--- src/rtl/mult_issue_queue_pkg.sv ---
// Shared types and default sizing for the multiplier issue queue.
// The FSM state enum lives here so the top and any debug tooling agree on its encoding.
package mult_pkg;

  localparam int DEF_W       = 4;
  localparam int DEF_PW      = 8;
  localparam int DEF_DEPTH   = 4;
  localparam int DEF_TIMEOUT = 10;

  typedef enum logic [1:0] {
    IDLE   = 2'd0,
    ISSUE  = 2'd1,
    WAIT   = 2'd2,
    RESULT = 2'd3
  } issue_state_t;

  // Bits needed to hold every value from 0 up to max_value inclusive
  function automatic int count_bits(input int max_value);
    return (max_value < 2) ? 1 : $clog2(max_value + 1);
  endfunction

endpackage

--- src/rtl/mult_issue_queue_if.sv ---
// Operand, multiplier and result signals of the issue queue, bundled as one interface.
// The slave modport is the issue queue itself; master is whatever surrounds it.
interface mult_issue_queue_if #(
  parameter int W  = mult_pkg::DEF_W,
  parameter int PW = mult_pkg::DEF_PW
);

  logic          op_valid;
  logic [W-1:0]  op_x;
  logic [W-1:0]  op_y;
  logic          op_ready;

  logic [W-1:0]  mult_x;
  logic [W-1:0]  mult_y;
  logic          mult_start;
  logic          mult_ready;
  logic [PW-1:0] mult_product;

  logic          res_valid;
  logic [PW-1:0] res_product;
  logic          res_ready;

  logic          timeout_err;
  logic          busy;

  modport master (
    output op_valid, op_x, op_y, mult_ready, mult_product, res_ready,
    input  op_ready, mult_x, mult_y, mult_start, res_valid, res_product,
           timeout_err, busy
  );

  modport slave (
    input  op_valid, op_x, op_y, mult_ready, mult_product, res_ready,
    output op_ready, mult_x, mult_y, mult_start, res_valid, res_product,
           timeout_err, busy
  );

endinterface

--- src/rtl/mult_issue_queue_sync_fifo.sv ---
// Small synchronous FIFO holding packed operand pairs ahead of the multiplier.
// Occupancy is counted separately from the pointers so full and empty are unambiguous.
module sync_fifo
  import mult_pkg::*;
#(
  parameter int WIDTH = 2 * DEF_W,
  parameter int DEPTH = DEF_DEPTH
) (
  input  logic             clk_in,
  input  logic             rst_in,
  input  logic             push,
  input  logic             pop,
  input  logic [WIDTH-1:0] din,
  output logic [WIDTH-1:0] dout,
  output logic             full,
  output logic             empty
);

  localparam int AW = (DEPTH < 2) ? 1 : $clog2(DEPTH);
  localparam int CW = count_bits(DEPTH);
  localparam logic [CW-1:0] FULL_COUNT = CW'(DEPTH);

  logic [WIDTH-1:0] mem [DEPTH];
  logic [AW-1:0]    wr_ptr;
  logic [AW-1:0]    rd_ptr;
  logic [CW-1:0]    count;
  logic             do_push;
  logic             do_pop;

  // A push into a full FIFO is still safe when the head leaves on the same edge
  assign do_pop  = pop && !empty;
  assign do_push = push && (!full || do_pop);

  always_ff @(posedge clk_in) begin
    if (do_push) begin
      mem[wr_ptr] <= din;
    end
  end

  always_ff @(posedge clk_in) begin
    if (rst_in) begin
      wr_ptr <= '0;
      rd_ptr <= '0;
      count  <= '0;
    end else begin
      if (do_push) begin
        wr_ptr <= wr_ptr + AW'(1);
      end
      if (do_pop) begin
        rd_ptr <= rd_ptr + AW'(1);
      end
      unique case ({do_push, do_pop})
        2'b10:   count <= count + CW'(1);
        2'b01:   count <= count - CW'(1);
        default: count <= count;
      endcase
    end
  end

  assign full  = (count == FULL_COUNT);
  assign empty = (count == '0);
  assign dout  = mem[rd_ptr];

endmodule

--- src/rtl/mult_issue_queue.sv ---
// Issue queue in front of a multi-cycle multiplier: buffers operand pairs, issues one at a time,
// waits for the multiplier with a watchdog and offers each product on a valid/ready port.
module mult_issue_queue
  import mult_pkg::*;
#(
  parameter int W       = DEF_W,
  parameter int PW      = DEF_PW,
  parameter int DEPTH   = DEF_DEPTH,
  parameter int TIMEOUT = DEF_TIMEOUT
) (
  input logic              clk_in,
  input logic              rst_in,
  mult_issue_queue_if.slave io
);

  localparam int CW = count_bits(TIMEOUT);
  localparam logic [CW-1:0] LAST_WAIT = CW'(TIMEOUT - 1);

  issue_state_t state_q;
  issue_state_t state_d;

  logic           fifo_full;
  logic           fifo_empty;
  logic           fifo_push;
  logic           fifo_pop;
  logic [2*W-1:0] fifo_dout;

  logic [W-1:0]   x_q;
  logic [W-1:0]   y_q;
  logic [PW-1:0]  product_q;
  logic           res_valid_q;
  logic           timeout_q;
  logic           armed_q;
  logic [CW-1:0]  wait_cnt_q;

  logic           start_o;
  logic           busy_o;
  logic           complete;
  logic           expire;

  sync_fifo #(
    .WIDTH (2 * W),
    .DEPTH (DEPTH)
  ) u_fifo (
    .clk_in (clk_in),
    .rst_in (rst_in),
    .push   (fifo_push),
    .pop    (fifo_pop),
    .din    ({io.op_x, io.op_y}),
    .dout   (fifo_dout),
    .full   (fifo_full),
    .empty  (fifo_empty)
  );

  // op_ready depends on occupancy only, never on op_valid
  assign fifo_push = io.op_valid && !fifo_full;

  always_ff @(posedge clk_in) begin
    if (rst_in) begin
      state_q <= IDLE;
    end else begin
      state_q <= state_d;
    end
  end

  always_comb begin
    state_d = state_q;
    unique case (state_q)
      IDLE: begin
        if (!fifo_empty) begin
          state_d = ISSUE;
        end
      end
      ISSUE: begin
        state_d = WAIT;
      end
      WAIT: begin
        if (complete) begin
          state_d = RESULT;
        end else if (expire) begin
          state_d = IDLE;
        end
      end
      RESULT: begin
        if (io.res_ready) begin
          state_d = IDLE;
        end
      end
      default: begin
        state_d = IDLE;
      end
    endcase
  end

  // Completion needs a low ready seen earlier in this WAIT, so a ready level left high
  // by the previous operation is never mistaken for this one finishing.
  always_comb begin
    start_o  = 1'b0;
    busy_o   = 1'b1;
    fifo_pop = 1'b0;
    complete = 1'b0;
    expire   = 1'b0;
    unique case (state_q)
      IDLE: begin
        busy_o   = 1'b0;
        fifo_pop = !fifo_empty;
      end
      ISSUE: begin
        start_o = 1'b1;
      end
      WAIT: begin
        complete = armed_q && io.mult_ready;
        expire   = !complete && (wait_cnt_q == LAST_WAIT);
      end
      RESULT: begin
        busy_o = 1'b1;
      end
      default: begin
        busy_o = 1'b1;
      end
    endcase
  end

  always_ff @(posedge clk_in) begin
    if (rst_in) begin
      x_q         <= '0;
      y_q         <= '0;
      product_q   <= '0;
      res_valid_q <= 1'b0;
      timeout_q   <= 1'b0;
      armed_q     <= 1'b0;
      wait_cnt_q  <= '0;
    end else begin
      if (fifo_pop) begin
        {x_q, y_q} <= fifo_dout;
      end
      if (state_q == ISSUE) begin
        armed_q    <= 1'b0;
        wait_cnt_q <= '0;
      end
      if (state_q == WAIT) begin
        wait_cnt_q <= wait_cnt_q + CW'(1);
        if (!io.mult_ready) begin
          armed_q <= 1'b1;
        end
      end
      if (complete) begin
        product_q   <= io.mult_product;
        res_valid_q <= 1'b1;
      end
      if (expire) begin
        timeout_q <= 1'b1;
      end
      if ((state_q == RESULT) && io.res_ready) begin
        res_valid_q <= 1'b0;
      end
    end
  end

  assign io.op_ready    = !fifo_full;
  assign io.mult_x      = x_q;
  assign io.mult_y      = y_q;
  assign io.mult_start  = start_o;
  assign io.res_valid   = res_valid_q;
  assign io.res_product = product_q;
  assign io.timeout_err = timeout_q;
  assign io.busy        = busy_o;

endmodule

--- src/flat_wrapper.sv ---
// flat-port wrapper written by rule: the top's interface ports become plain ports
module mult_issue_queue_flat import mult_pkg::*;
#(
  parameter int W       = DEF_W,
  parameter int PW      = DEF_PW,
  parameter int DEPTH   = DEF_DEPTH,
  parameter int TIMEOUT = DEF_TIMEOUT
)
  (clk_in, rst_in, io_op_valid, io_op_x, io_op_y, io_mult_ready, io_mult_product, io_res_ready, io_op_ready, io_mult_x, io_mult_y, io_mult_start, io_res_valid, io_res_product, io_timeout_err, io_busy);
  mult_issue_queue_if #(.W(W), .PW(PW)) io_i ();
  input logic clk_in;
  input logic rst_in;
  input wire logic [$bits(io_i.op_valid)-1:0] io_op_valid;
  input wire logic [$bits(io_i.op_x)-1:0] io_op_x;
  input wire logic [$bits(io_i.op_y)-1:0] io_op_y;
  input wire logic [$bits(io_i.mult_ready)-1:0] io_mult_ready;
  input wire logic [$bits(io_i.mult_product)-1:0] io_mult_product;
  input wire logic [$bits(io_i.res_ready)-1:0] io_res_ready;
  output wire logic [$bits(io_i.op_ready)-1:0] io_op_ready;
  output wire logic [$bits(io_i.mult_x)-1:0] io_mult_x;
  output wire logic [$bits(io_i.mult_y)-1:0] io_mult_y;
  output wire logic [$bits(io_i.mult_start)-1:0] io_mult_start;
  output wire logic [$bits(io_i.res_valid)-1:0] io_res_valid;
  output wire logic [$bits(io_i.res_product)-1:0] io_res_product;
  output wire logic [$bits(io_i.timeout_err)-1:0] io_timeout_err;
  output wire logic [$bits(io_i.busy)-1:0] io_busy;
  assign io_i.op_valid = io_op_valid;
  assign io_i.op_x = io_op_x;
  assign io_i.op_y = io_op_y;
  assign io_i.mult_ready = io_mult_ready;
  assign io_i.mult_product = io_mult_product;
  assign io_i.res_ready = io_res_ready;
  assign io_op_ready = io_i.op_ready;
  assign io_mult_x = io_i.mult_x;
  assign io_mult_y = io_i.mult_y;
  assign io_mult_start = io_i.mult_start;
  assign io_res_valid = io_i.res_valid;
  assign io_res_product = io_i.res_product;
  assign io_timeout_err = io_i.timeout_err;
  assign io_busy = io_i.busy;
  mult_issue_queue #(.W(W), .PW(PW), .DEPTH(DEPTH), .TIMEOUT(TIMEOUT)) u_core (.clk_in(clk_in), .rst_in(rst_in), .io(io_i));
endmodule
--- config.mk ---
export PLATFORM = sky130hd
export DESIGN_NAME = mult_issue_queue_flat
export DESIGN_NICKNAME = d
export VERILOG_FILES = /design/src/rtl/mult_issue_queue_pkg.sv /design/src/rtl/mult_issue_queue_if.sv /design/src/rtl/mult_issue_queue_sync_fifo.sv /design/src/rtl/mult_issue_queue.sv /design/src/flat_wrapper.sv
export SDC_FILE = /design/constraint.sdc
export NUM_CORES = 1
export LEC_CHECK = 0
export ABC_AREA = 1
export CORE_ASPECT_RATIO = 0.5
export CORE_MARGIN = 2
export CORE_UTILIZATION = 23
export CTS_BUF_LIST = sky130_fd_sc_hd__clkbuf_8
export CTS_CLUSTER_SIZE = 40
export DETAILED_ROUTE_END_ITERATION = 10
export PLACE_DENSITY = 0.42
export SLEW_MARGIN = 5
export SYNTH_ARGS = -nofsm -noshare
export SYNTH_HDL_FRONTEND = slang
export SYNTH_HIERARCHICAL = 1
export SYNTH_SLANG_ARGS = --single-unit
export TNS_END_PERCENT = 30
--- constraint.sdc ---
create_clock -name clk_in -period 2.8 [get_ports clk_in]
set_input_delay 0.42 -clock clk_in [delete_from_list [all_inputs] [get_ports clk_in]]
set_output_delay 0.42 -clock clk_in [all_outputs]
set_load 0.005 [all_outputs]
* Word level (Yosys, flattened, before mapping)
Memories as Yosys holds them, arrays and structs flattened. A register that Yosys moved wholly into a read port is not among the register bits.
Cells that the tools add are included.
W data, S select, Z words.
** Word-level totals
- Register bits after elaboration :: 24
- Output and inout bits :: 21
- Memory bits (writable) :: 32
- Word-level logic and storage cells :: 59
- Memories kept :: 1
- Input bits :: 21
** Operators by class
- Reductions and logical operators :: 16
- Equality and inequality tests :: 10
- Mux-type cells :: 18
- Add/sub/neg operators :: 5
** Memories
- u_core.u_fifo.mem :: depth 4, bits a word 8, read ports 1, clocked after memory_dff 1, wr ports 1, line mult_issue_queue_sync_fifo.sv:23 : logic [WIDTH-1:0] mem [DEPTH];
** Operators by type and width (count)
- $mux W1 :: 10
- $mux W2 :: 4
- $mux W4 :: 2
- $pmux W2 S4 :: 1
- $eq A2 B2 Y1 const B :: 3
- $logic_and A1 B1 Y1 :: 6
- $pmux W3 S2 :: 1
- $add A2 B1 Y2 const B :: 2
- $add A4 B1 Y4 const B :: 1
- $eq A2 B1 Y1 const B :: 2
- $eq A4 B4 Y1 const B :: 1
- $ne A2 B2 Y1 const B :: 2
- $reduce_bool A2 Y1 :: 2
- $add A3 B1 Y3 const B :: 1
- $eq A3 B3 Y1 const B :: 1
- $logic_not A1 Y1 :: 3
- $logic_not A3 Y1 :: 1
- $ne A3 B1 Y1 const B :: 1
- $reduce_and A3 Y1 :: 1
- $sub A3 B1 Y3 const B :: 1
- $logic_not A2 Y1 :: 1
- $reduce_or A2 Y1 :: 1
- $logic_or A1 B1 Y1 :: 1

* Logic depth before layout (Yosys ltp)
- Word-level depth :: 8
- Depth in mapped cells :: 12
- Depth with buffers taken out :: 12

* Hierarchy
The synthesis kept the hierarchy.
** By module, submodules not included
- sync_fifo :: cells each 140, seq. area each 1141.1 um^2, times used 1, area each 1662.8 um^2
- mult_issue_queue :: cells each 147, seq. area each 500.5 um^2, times used 1, area each 1104.8 um^2

* Least setup slack after synthesis
Ideal clock, no wire load.
- Path type :: register to register
- From :: register u_core.state_q[1]
- To :: register u_core.u_fifo.count[2]
- Data required time :: 2685 ps
- Library setup time :: 115 ps
- Clock period less this slack :: 1931 ps
- Arrival :: 1816 ps
- Stages on the path, launching flop included :: 11
- Buffers on the path :: 0
- Setup slack :: 869 ps
- Path through :: dfxtp_1 > inv_1 > ha_1 > inv_1 > nor2_4 > nand3_1 > fa_1 > inv_1 > nand4_1 > a21oi_1 > nor2_1
** Between the ends
- Cells in the longest elaborated chain, start to end :: 7
- Elaborated cells on any way between the ends :: 9
- Those cells by class :: eq/ne (2); mux (2); reduce/logical (5)
** Ends and longest elaborated chain
- start: declaration :: line mult_issue_queue.sv:19 : issue_state_t state_q;
- start signal: assignment :: line mult_issue_queue.sv:62 : state_q <= state_d;
- $logic_not A2 Y1 (*) :: line mult_issue_queue.sv:103 : unique case (state_q)
- $mux W1 (*) :: line mult_issue_queue.sv:103
- named net u_core.fifo_pop :: line mult_issue_queue.sv:25 : logic fifo_pop;
- $logic_and A1 B1 Y1 (*) :: line mult_issue_queue_sync_fifo.sv:31 : assign do_pop = pop && !empty;
- $logic_or A1 B1 Y1 :: line mult_issue_queue_sync_fifo.sv:32 : assign do_push = push && (!full || do_pop);
- $logic_and A1 B1 Y1 :: line mult_issue_queue_sync_fifo.sv:32
- $eq A2 B1 Y1 or $eq A2 B2 Y1 (tied branches) :: line mult_issue_queue_sync_fifo.sv:52 : unique case ({do_push, do_pop})
- $pmux W3 S2 or $reduce_bool A2 Y1 (tied branches)
- end signal: assignment :: line mult_issue_queue_sync_fifo.sv:53 : 2'b10: count <= count + CW'(1);
- end signal: assignment :: line mult_issue_queue_sync_fifo.sv:54 : 2'b01: count <= count - CW'(1);
- end signal: assignment :: line mult_issue_queue_sync_fifo.sv:55 : default: count <= count;
- end: declaration :: line mult_issue_queue_sync_fifo.sv:26 : logic [CW-1:0] count;
The timed path passes the listed nets; every way through them passes the cells marked *.
A chain may end at the register's enable or synchronous reset.

* Final worst setup path
Ends and elaborated chain as after synthesis.

==> out/qor.txt <==
Outcome - complete, no violations
Vias - 2074
Max_slew headroom - 54.8%
Clock sinks - 66
Post-synth cell types - 26
FF+latch count, synth - 66
Clock network power share - 27.5%
Height of the die - 81.6 µm
Fraction of layout cells with a size suffix above 1 - 7.92%
Skew-Pair Late Insertion Delay - 340 ps
Dpl ws - 463 ps
Num CTS Buffers - 9
Antenna Nets Post-Route - 0
Critical R2R Launch - u_core/state_q[1]
Vias in the first global route - 2009
Syn Inst Count - 287
Clk_skew - 4.18 ps
Final min period - 2220 ps
Critical Path Source Type - flip-flop
Sequential cell area - 0.00164 mm²
Row count - 28
Total track usage - 10.2%
Fin. Hold Viols - 0
Crit-path max FO - 13
Synth top area share - 34.7%
Resized Gates After CTS - 0
First-pass detailed-route iteration total - 4
RD Place Congestion - 0.765
Setup TNS - 0 ps
Met1 GRT Util - 11.7%
DRT iter0 DRCs - 86
PwrDens - 856 mW/mm²
Cts hold-fix bufs - 0
Max cap viols - 0
Int Pwr - 0.00203 W
Clock Tree Root - clkbuf_8
Vias/cell - 4.10
Max Slew Vio Count - 0
Core Box Area - 0.0118 mm²
Drc violations - 0
Detailed placement HPWL - 4520 µm
Die width - 159 µm
Cells taking the most area after synthesis - edfxtp_1, dfxtp_1, nor2_1
Layout area overhead - 29.3%
GR Util met2 - 16.8%
Crit path kind - reg2reg
Crit. End Element - flip-flop
Tcrit/Tclk final - 79.4%
I/O pins - 42
H-tree lvl count - 3
CTS tree - done
Reg2Reg Depth - 10
Crit path to - u_core/u_fifo/count[2]
Yosys Warn Count - 6
Post-synth top area cell - edfxtp_1
Sequential group share of total power - 42.3%
Routing usage on met3 - 4.65%
Fill count - 1258
Reg2reg end - u_core/u_fifo/count[2]
Clock Tree Buf Depth - 2
Static Leakage - 1.34 nW
RSZ-0062 raised after global routing - no
Fmax - 0.450 GHz
Clk slew on worst S/H paths - 70 ps
Psw - 0.00103 W
Final WS setup - 577 ps
Syn Nets - 320
Flop2flop setup slack - 580 ps
WL final - 6260 µm
Syn Area/Cell - 9.64 µm²
Cell Area, Synth - 0.00277 mm²
N_diodes - 0
Combinational Power Share - 30.2%
Seq/Total Area, Yosys - 59.3%
Maximum vdd drop - 0.302 mV
I/O Buffers - 41
Initial antenna violation count - 0
Gr busiest metal - met2
Hold crit path type - reg2reg
GRT Residual Overflow - 0
Largest net degree at the start of global routing - 22
Die ar. - 0.0130 mm²
Critical path arrival - 2450 ps
First-pass GRT wire length - 9950 µm
Wire length per cell - 12.4 µm
Worst setup path startpoint - u_core/state_q[1]
Layout Nets - 369
Multi-input logic area - 926 µm²
Slew @ Worst Pin - 676 ps
Switching share of total power - 33.6%
Postcts setup bufs - 0
Final setup viols - 0
Worst path required time - 3030 ps
Initial core utilization - 23.5%
[cell usage after synthesis]
master,count
nand3_2,2
a21boi_0,1
nor2_4,1
fa_1,1
nor3_1,1
a21oi_1,21
inv_1,44
nand3b_1,1
dfxtp_1,34
o21ai_2,1
nand2_2,3
nor2_1,49
nor2_2,1
nand3_1,4
buf_2,4
o21ai_0,36
edfxtp_1,32
nand2_1,21
o21ai_1,3
a21oi_2,1
nand4_1,3
inv_2,1
buf_6,1
ha_1,11
o21ai_4,1
o22ai_1,9
[power by group through the flow]
stage / clock [W] / sequential (W) / combinational [W]
6_report: 0.000843 / 0.00129 / 0.000925
2_1_floorplan: 0 / 0.00127 / 0.000635
3_5_place_dp: 0 / 0.00131 / 0.000922
4_1_cts: 0.000878 / 0.00129 / 0.000930
3_3_place_gp: 0 / 0.00131 / 0.000911
5_1_grt: 0.000917 / 0.00131 / 0.00106
[stage by stage]
step	util, %	cell area [µm²]	hold WS, ps	power [W]	std cells
after floorplan	-	2770	436	0.00190	287
after global placement	28.6	3370	435	0.00222	490
after detailed placement	28.6	3370	441	0.00223	490
after CTS	30.4	3580	452	0.00310	506
after global routing	30.4	3580	479	0.00329	506
final	30.4	3580	450	0.00306	506
[cells by family (layout without fill, tap and decap cells)]
| group | after synthesis | in the layout | synth area share [%] |
|---|---|---|---|
| flops | 66 | 66 | 59.3 |
| compound gates | 73 | 73 | 14.4 |
| simple gates | 86 | 86 | 13.4 |
| fa+ha+maj | 12 | 12 | 5.70 |
| buf+inv | 50 | 104 | 7.23 |
[worst min-delay path by stage]
| stage | depth (start not counted) | end | startpoint | slack, ps |
|---|---|---|---|---|
| detailed placement | 2 | u_core/io.res_product[6] | u_core/io.res_product[6] | 440 |
| CTS | 2 | u_core/io.res_valid | u_core/io.res_valid | 450 |
| floorplan | 2 | flip-flop | u_core/u_fifo/rd_ptr[1] | 440 |
| global placement | 2 | u_core/io.res_product[1] | u_core/io.res_product[1] | 440 |
| global route | 2 | u_core/io.res_product[5] | u_core/io.res_product[5] | 480 |
| finish | 2 | u_core/io.timeout_err | u_core/io.timeout_err | 450 |
[final cells by class]
| type | instances | area share, % |
|---|---|---|
| clock buffer | 9 | 3.46 |
| timing repair buffer | 43 | 11.9 |
| inverter | 45 | 4.72 |
| multi-input combinational | 171 | 25.9 |
| sequential | 66 | 45.9 |
| clock inverter | 7 | 2.41 |
| tap | 165 | 5.77 |
[registers in the layout, indices dropped and copies added, names as in the netlist, named ones only]
register               count
u_core/io.timeout_err      1
u_core/u_fifo/rd_ptr       2
u_core/armed_q             1
u_core/state_q             2
u_core/io.res_valid        1
u_core/io.mult_y           4
u_core/u_fifo/mem         32
u_core/u_fifo/wr_ptr       2
u_core/io.mult_x           4
u_core/u_fifo/count        3
u_core/wait_cnt_q          4
u_core/io.res_product      8
[layer usage]
layer / vias up / wire, µm
li1: 1050 / -
met1: 968 / 2990
met2: 50 / 2860
met3: 6 / 307
met4: 0 / 92
met5: - / 0
[critical path, stage by stage, from the launching register on]
cell     delay (ps)
dfxtp_1         330
inv_1           170
ha_1            210
inv_1            80
nor2_4          270
nand3_1         220
fa_1            440
inv_1            80
nand4_1         110
a21oi_1         160
nor2_1           60
[cells in the final DEF (no fill, tap or decap), types with 3 or more instances in the layout]
| master | instances |
|---|---|
| nor2_1 | 49 |
| o21ai_1 | 3 |
| nand2_1 | 21 |
| edfxtp_1 | 32 |
| nand4_1 | 3 |
| nand2_2 | 3 |
| o22ai_1 | 9 |
| nand3_1 | 4 |
| dfxtp_1 | 34 |
| clkdlybuf4s50_1 | 41 |
| a21oi_1 | 21 |
| clkbuf_8 | 9 |
| ha_1 | 11 |
| o21ai_0 | 36 |
| inv_1 | 46 |
Power figures use the tool's default switching activity.
==> variant 1, RTL diff (same flow settings) <==
`DEF_DEPTH`: 4 -> 8.
--- a/src/rtl/mult_issue_queue_pkg.sv
+++ b/src/rtl/mult_issue_queue_pkg.sv
@@ -4,7 +4,7 @@
 
   localparam int DEF_W       = 4;
   localparam int DEF_PW      = 8;
-  localparam int DEF_DEPTH   = 4;
+  localparam int DEF_DEPTH   = 8;
   localparam int DEF_TIMEOUT = 10;
 
   typedef enum logic [1:0] {
Formal check against the unedited RTL: not equivalent (a bounded check fails within 10 cycles, from zero or initial values and one cycle with rst_in high).
==> variant 1 against the original RTL <==
- critical endpoint is now u_core/u_fifo/count[3]
- area after synthesis rose by 56%
- sequential share of layout area rose by 5.2 points
- via count rose by 38%
- total power rose by 33%
- count of clock-buffer cells in the layout did not move
- die area rose by 54%
- non-clock buffer count rose by 11
- sequential cell count rose by 36
- wire length rose by 50%
- cell area rose by 47%
- global-route usage fell by 0.29 points
- setup slack got worse by 75 ps
- clock power rose by 16%
- fmax fell by 3.3%
==> variant 1: results <==
metrics = {
    "synthesis": {
        "netlist-cell-type-count": 31,
        "synth_common_cells": "64 x edfxtp_1, 57 x nor2_1, 54 x nand2_1, 40 x inv_1, 38 x dfxtp_1",
        "synth_compound_area_share_pct": 10.1,
        "synthMuxAreaShare_pct": 3.71,
        "synth_nets": 439,
        "synth_xor_area_share_pct": 0.406,
        "synthAdderAreaFrac_pct": 3.65,
        "ys_seq_area_share_pct": 62.1,
        "synth_area_leaders": "edfxtp_1 45%, dfxtp_1 18%, nor2_1 5.0%, nand2_1 4.7%, mux2i_1 3.7%",
        "synth_edf_count": 64,
    },
    "global_routing": {
        "grt_use_total_pct": 9.87,
        "grt_max_degree": 34,
        "met3_usage_pct": 2.38,
        "grt_pass1_wl_mm": 14.8,
        "grt_pass1_vias": 2718,
        "use_met2_pct": 16.2,
        "grt_util_met1_pct": 13.1,
    },
    "min_path": {
        "hold_start": "u_core/io.res_product[5]",
        "hold_end": "u_core/io.res_product[5]",
    },
    "sta": {
        "worst_pin_slew_ps": 498,
        "fin_skew_ps": 9.60,
    },
    "critical_path": {
        "cp_max_fo": 12,
        "crit_slowest_cell": "dfxtp_1",
        "r2r-end": "u_core/u_fifo/count[3]",
        "r2r_slack_ps": 500,
        "reg2reg_depth": 13,
        "critPathMaxStageDelay_ps": 340,
        "crit_arrival_ps": 2560,
    },
    "cells_and_area": {
        "fillers": 1950,
        "area_delta_synth_final_pct": 21.7,
        "largest_reg_flops": 64,
        "fin_nets": 492,
    },
    "placed_design": {
        "dp_hpwl_mm": 6.29,
        "dpl-instance-area_sq_mm": 0.00504,
    },
    "power": {
        "cellLeakagePower_nw": 1.90,
        "ir_drop_mv": 0.250,
    },
    "detailed_routing": {
        "drt_first_iter_violations": 148,
        "routed_wl_mm": 9.39,
        "num_vias": 2855,
    },
    "clock_network": {
        "clkTransAtPathRegs_ps": 100,
        "clk_latency_ps": 370,
    },
    "run_status": {
        "outcome": "finished clean",
    },
}
## variant 1: changes by cell type after synthesis, moves of 3 or more
cell and delta:
buf_4 +3, inv_1 -4, o21ai_0 -10, nor2_1 +8
o21ai_1 +8, o22ai_1 +8, mux2i_1 +16, edfxtp_1 +32
nand3_1 +5, dfxtp_1 +4, inv_2 +3, nand2_1 +33
## variant 1: final cells by class
class / instances / area (sq um) / area share (%)
tap: 240 / 300 / 5.72
sequential: 102 / 2680 / 51.1
multi-input combinational: 247 / 1380 / 26.2
inverter: 45 / 171 / 3.26
clock buffer: 9 / 124 / 2.36
timing repair buffer: 54 / 508 / 9.67
clock inverter: 7 / 88.8 / 1.69
## variant 1: metrics by stage
| stage | power [W] | hold slack [ps] | setup WS (ps) | cells |
|---|---|---|---|---|
| 6_report | 0.00408 | 449 | 502 | 704 |
| 5_1_grt | 0.00438 | 465 | 252 | 704 |
| 4_1_cts | 0.00416 | 451 | 469 | 704 |
| 3_5_place_dp | 0.00316 | 435 | 436 | 688 |
| 3_3_place_gp | 0.00316 | 431 | 474 | 688 |
| 2_1_floorplan | 0.00274 | 433 | 697 | 406 |
## variant 1: power breakdown
group          leakage, nW  total [W]  internal, W  switching [W]
clock                0.106   0.000980     0.000437       0.000543
combinational        0.903    0.00125     0.000484       0.000768
sequential           0.891    0.00185      0.00176      0.0000891
## variant 1: per-layer routing
layer,up-vias,routed length (um),share of wire [%]
met5,-,0,0
met4,0,78,0.83
met3,7,274,2.9
met2,26,4380,47
met1,1339,4660,50
li1,1483,-,-
## variant 1: tightest hold or removal path: stages (launching register included)
cell and delay, ps:
dfxtp_1 320, inv_1 50, a21oi_1 50
==> variant 2, RTL diff (same flow settings) <==
Made on the original files. The 4 states of `issue_state_t` get a one-hot encoding in 4 bits.
--- a/src/rtl/mult_issue_queue_pkg.sv
+++ b/src/rtl/mult_issue_queue_pkg.sv
@@ -7,11 +7,11 @@
   localparam int DEF_DEPTH   = 4;
   localparam int DEF_TIMEOUT = 10;
 
-  typedef enum logic [1:0] {
-    IDLE   = 2'd0,
-    ISSUE  = 2'd1,
-    WAIT   = 2'd2,
-    RESULT = 2'd3
+  typedef enum logic [3:0] {
+    IDLE   = 4'b0001,
+    ISSUE  = 4'b0010,
+    WAIT   = 4'b0100,
+    RESULT = 4'b1000
   } issue_state_t;
 
   // Bits needed to hold every value from 0 up to max_value inclusive
Check against the original RTL: same outputs for any inputs over 10 cycles, from zero or initial values and one cycle with rst_in high; not proved beyond that.
==> variant 2 against the original RTL <==
- hold slack better by 18 ps
- sequential share of layout area is 0.71 points higher
- area after synthesis is 1.3% higher
- cell area is 0.87% higher
- sequential cell count is 2 higher
- via count hardly changed
- wire length is 2.7% lower
- largest cell class unchanged
- total power is 0.94% higher
- highest routed layer unchanged
- clock skew is 3.5 ps higher
- cell count is 0.99% higher
- non-clock buffer count is 2 higher
- setup slack worse by 55 ps
==> variant 2: results <==
metrics = {
    "run_status": {
        "outcome": "finished clean",
    },
    "synthesis": {
        "ys_seq_area_share_pct": 60.0,
        "synth_area_leaders": "edfxtp_1 34%, dfxtp_1 26%, nor2_1 7.0%, o21ai_0 5.0%, nand2_1 4.7%",
        "synth_nets": 318,
        "synth_common_cells": "52 x nor2_1, 36 x dfxtp_1, 35 x nand2_1, 32 x edfxtp_1, 30 x inv_1",
        "synth_flop_cell": "dfxtp_1",
        "netlist-cell-type-count": 28,
        "async_flop_share_pct": 0,
        "yosys_warnings": 6,
    },
    "critical_path": {
        "r2r-end": "u_core/u_fifo/count[2]",
        "crit_slowest_cell": "clkdlybuf4s50_1",
        "critPathMaxStageDelay_ps": 520,
        "reg2reg_depth": 11,
        "crit_family": "buffers and inverters",
        "crit_arrival_ps": 1860,
        "cp_max_fo": 7,
        "r2r_slack_ps": 740,
        "reg2reg_from": "u_core/u_fifo/count[1]",
    },
    "global_routing": {
        "grt_pass1_vias": 2045,
        "grt_overflow_total": 0,
        "antenna_found_initial": 0,
        "grt_use_total_pct": 10.1,
        "grt_max_degree": 18,
        "grt_pass1_wl_mm": 10.1,
    },
    "power": {
        "ir_drop_mv": 0.200,
        "cellLeakagePower_nw": 1.39,
    },
    "clock_network": {
        "cts_resized": 0,
        "clock-root-buffer": "clkbuf_8",
        "numCtsBuffers": 9,
        "clock_path_buffers": 2,
        "clk_latency_ps": 350,
        "clkTransAtPathRegs_ps": 70,
        "cts_htree_levels": 3,
    },
    "cells_and_area": {
        "final_layout_size_suffix_gt1_share_pct": 10.4,
        "fin_nets": 369,
        "n_antenna_cell": 0,
        "largest_reg_flops": 32,
        "fillers": 1290,
        "largest-register": "u_core/u_fifo/mem",
    },
    "detailed_routing": {
        "dr.pass1.iters": 4,
        "wl_per_cell_um": 11.9,
        "drt-met1-wl_mm": 2.96,
        "top_layer": "met4",
        "drt_first_iter_violations": 112,
        "wl_met2_mm": 2.70,
        "met3_length_um": 375,
        "vias_per_cell": 4.06,
    },
    "placed_design": {
        "place_ws_ps": 504,
        "io_buffers": 41,
        "globalplace.congestion": 0.763,
        "dp_hpwl_mm": 4.48,
    },
    "min_path": {
        "hold_end": "u_core/u_fifo/rd_ptr[1]",
        "hold_path_depth": 2,
        "hold_start": "u_core/u_fifo/rd_ptr[1]",
        "hp-class": "reg2reg",
    },
    "sta": {
        "whs_ps": 468,
        "fin_skew_ps": 7.63,
        "relSlewSlack_pct": 57.7,
    },
}
variant 2: metal layers:
metal / track usage, % / vias to the layer above
met2: 16.4 / 41
met3: 4.09 / 7
li1: - / 1069
met1: 12.0 / 958
met4: 4.86 / 0
met5: 0 / -
variant 2: layout make-up:
class	count	area share, %
Inverter	32	3.47
Timing Repair Buffer	45	12.2
Sequential cell	68	46.6
Multi-Input combinational cell	185	27.0
Clock buffer	9	3.43
Tap cell	165	5.72
Clock inverter	7	1.59
variant 2: where the power goes:
part           total, W  switching [W]  internal [W]
Combinational  0.000985       0.000571      0.000414
Sequential      0.00137       0.000135       0.00123
Clock          0.000739       0.000408      0.000331
variant 2: cell families (layout without fill, tap and decap cells):
kind of cell,count (synthesis),count (layout),synth area share (%)
and+or+nand+nor,114,114,19.0
DFF,68,68,60.0
xor gates and xnor gates,1,1,0.313
buffers and inverters,37,93,5.22
AOI/OAI and AO/OA,63,63,12.1
adders and majority gates,7,7,3.39
variant 2: worst register-to-register path: stages (launching register included):
cell      delay (ps)
dfxtp_1          380
nor2_2            70
nand2_2           90
inv_1             70
nand3b_4         230
clkinv_4         150
nand3_1          170
fa_1             430
inv_1             70
nand4_1          110
a21oi_1          150
nor2_1            50
variant 2: worst max-delay path by stage:
stage / from / end / slack, ps / cells after the start
after floorplan: u_core/u_fifo/count[2] / u_core/u_fifo/count[2] / 960 / 11
after global placement: io_op_valid / u_core/u_fifo/mem[2][5] / 550 / 5
after detailed placement: io_op_valid / u_core/u_fifo/mem[2][4] / 500 / 5
final: u_core/state_q[3] / io_mult_start / 520 / 4
after CTS: u_core/state_q[3] / io_mult_start / 500 / 4
after global routing: u_core/state_q[3] / io_mult_start / 400 / 4
variant 2: metrics by stage:
| step | instances | power (W) | util (%) | cell area [sq um] |
|---|---|---|---|---|
| 6_report | 511 | 0.00309 | 30.5 | 3610 |
| 4_1_cts | 511 | 0.00315 | 30.5 | 3610 |
| 2_1_floorplan | 290 | 0.00201 | - | 2800 |
| 3_5_place_dp | 495 | 0.00239 | 29.0 | 3430 |
| 3_3_place_gp | 495 | 0.00237 | 29.0 | 3430 |
| 5_1_grt | 511 | 0.00334 | 30.5 | 3610 |
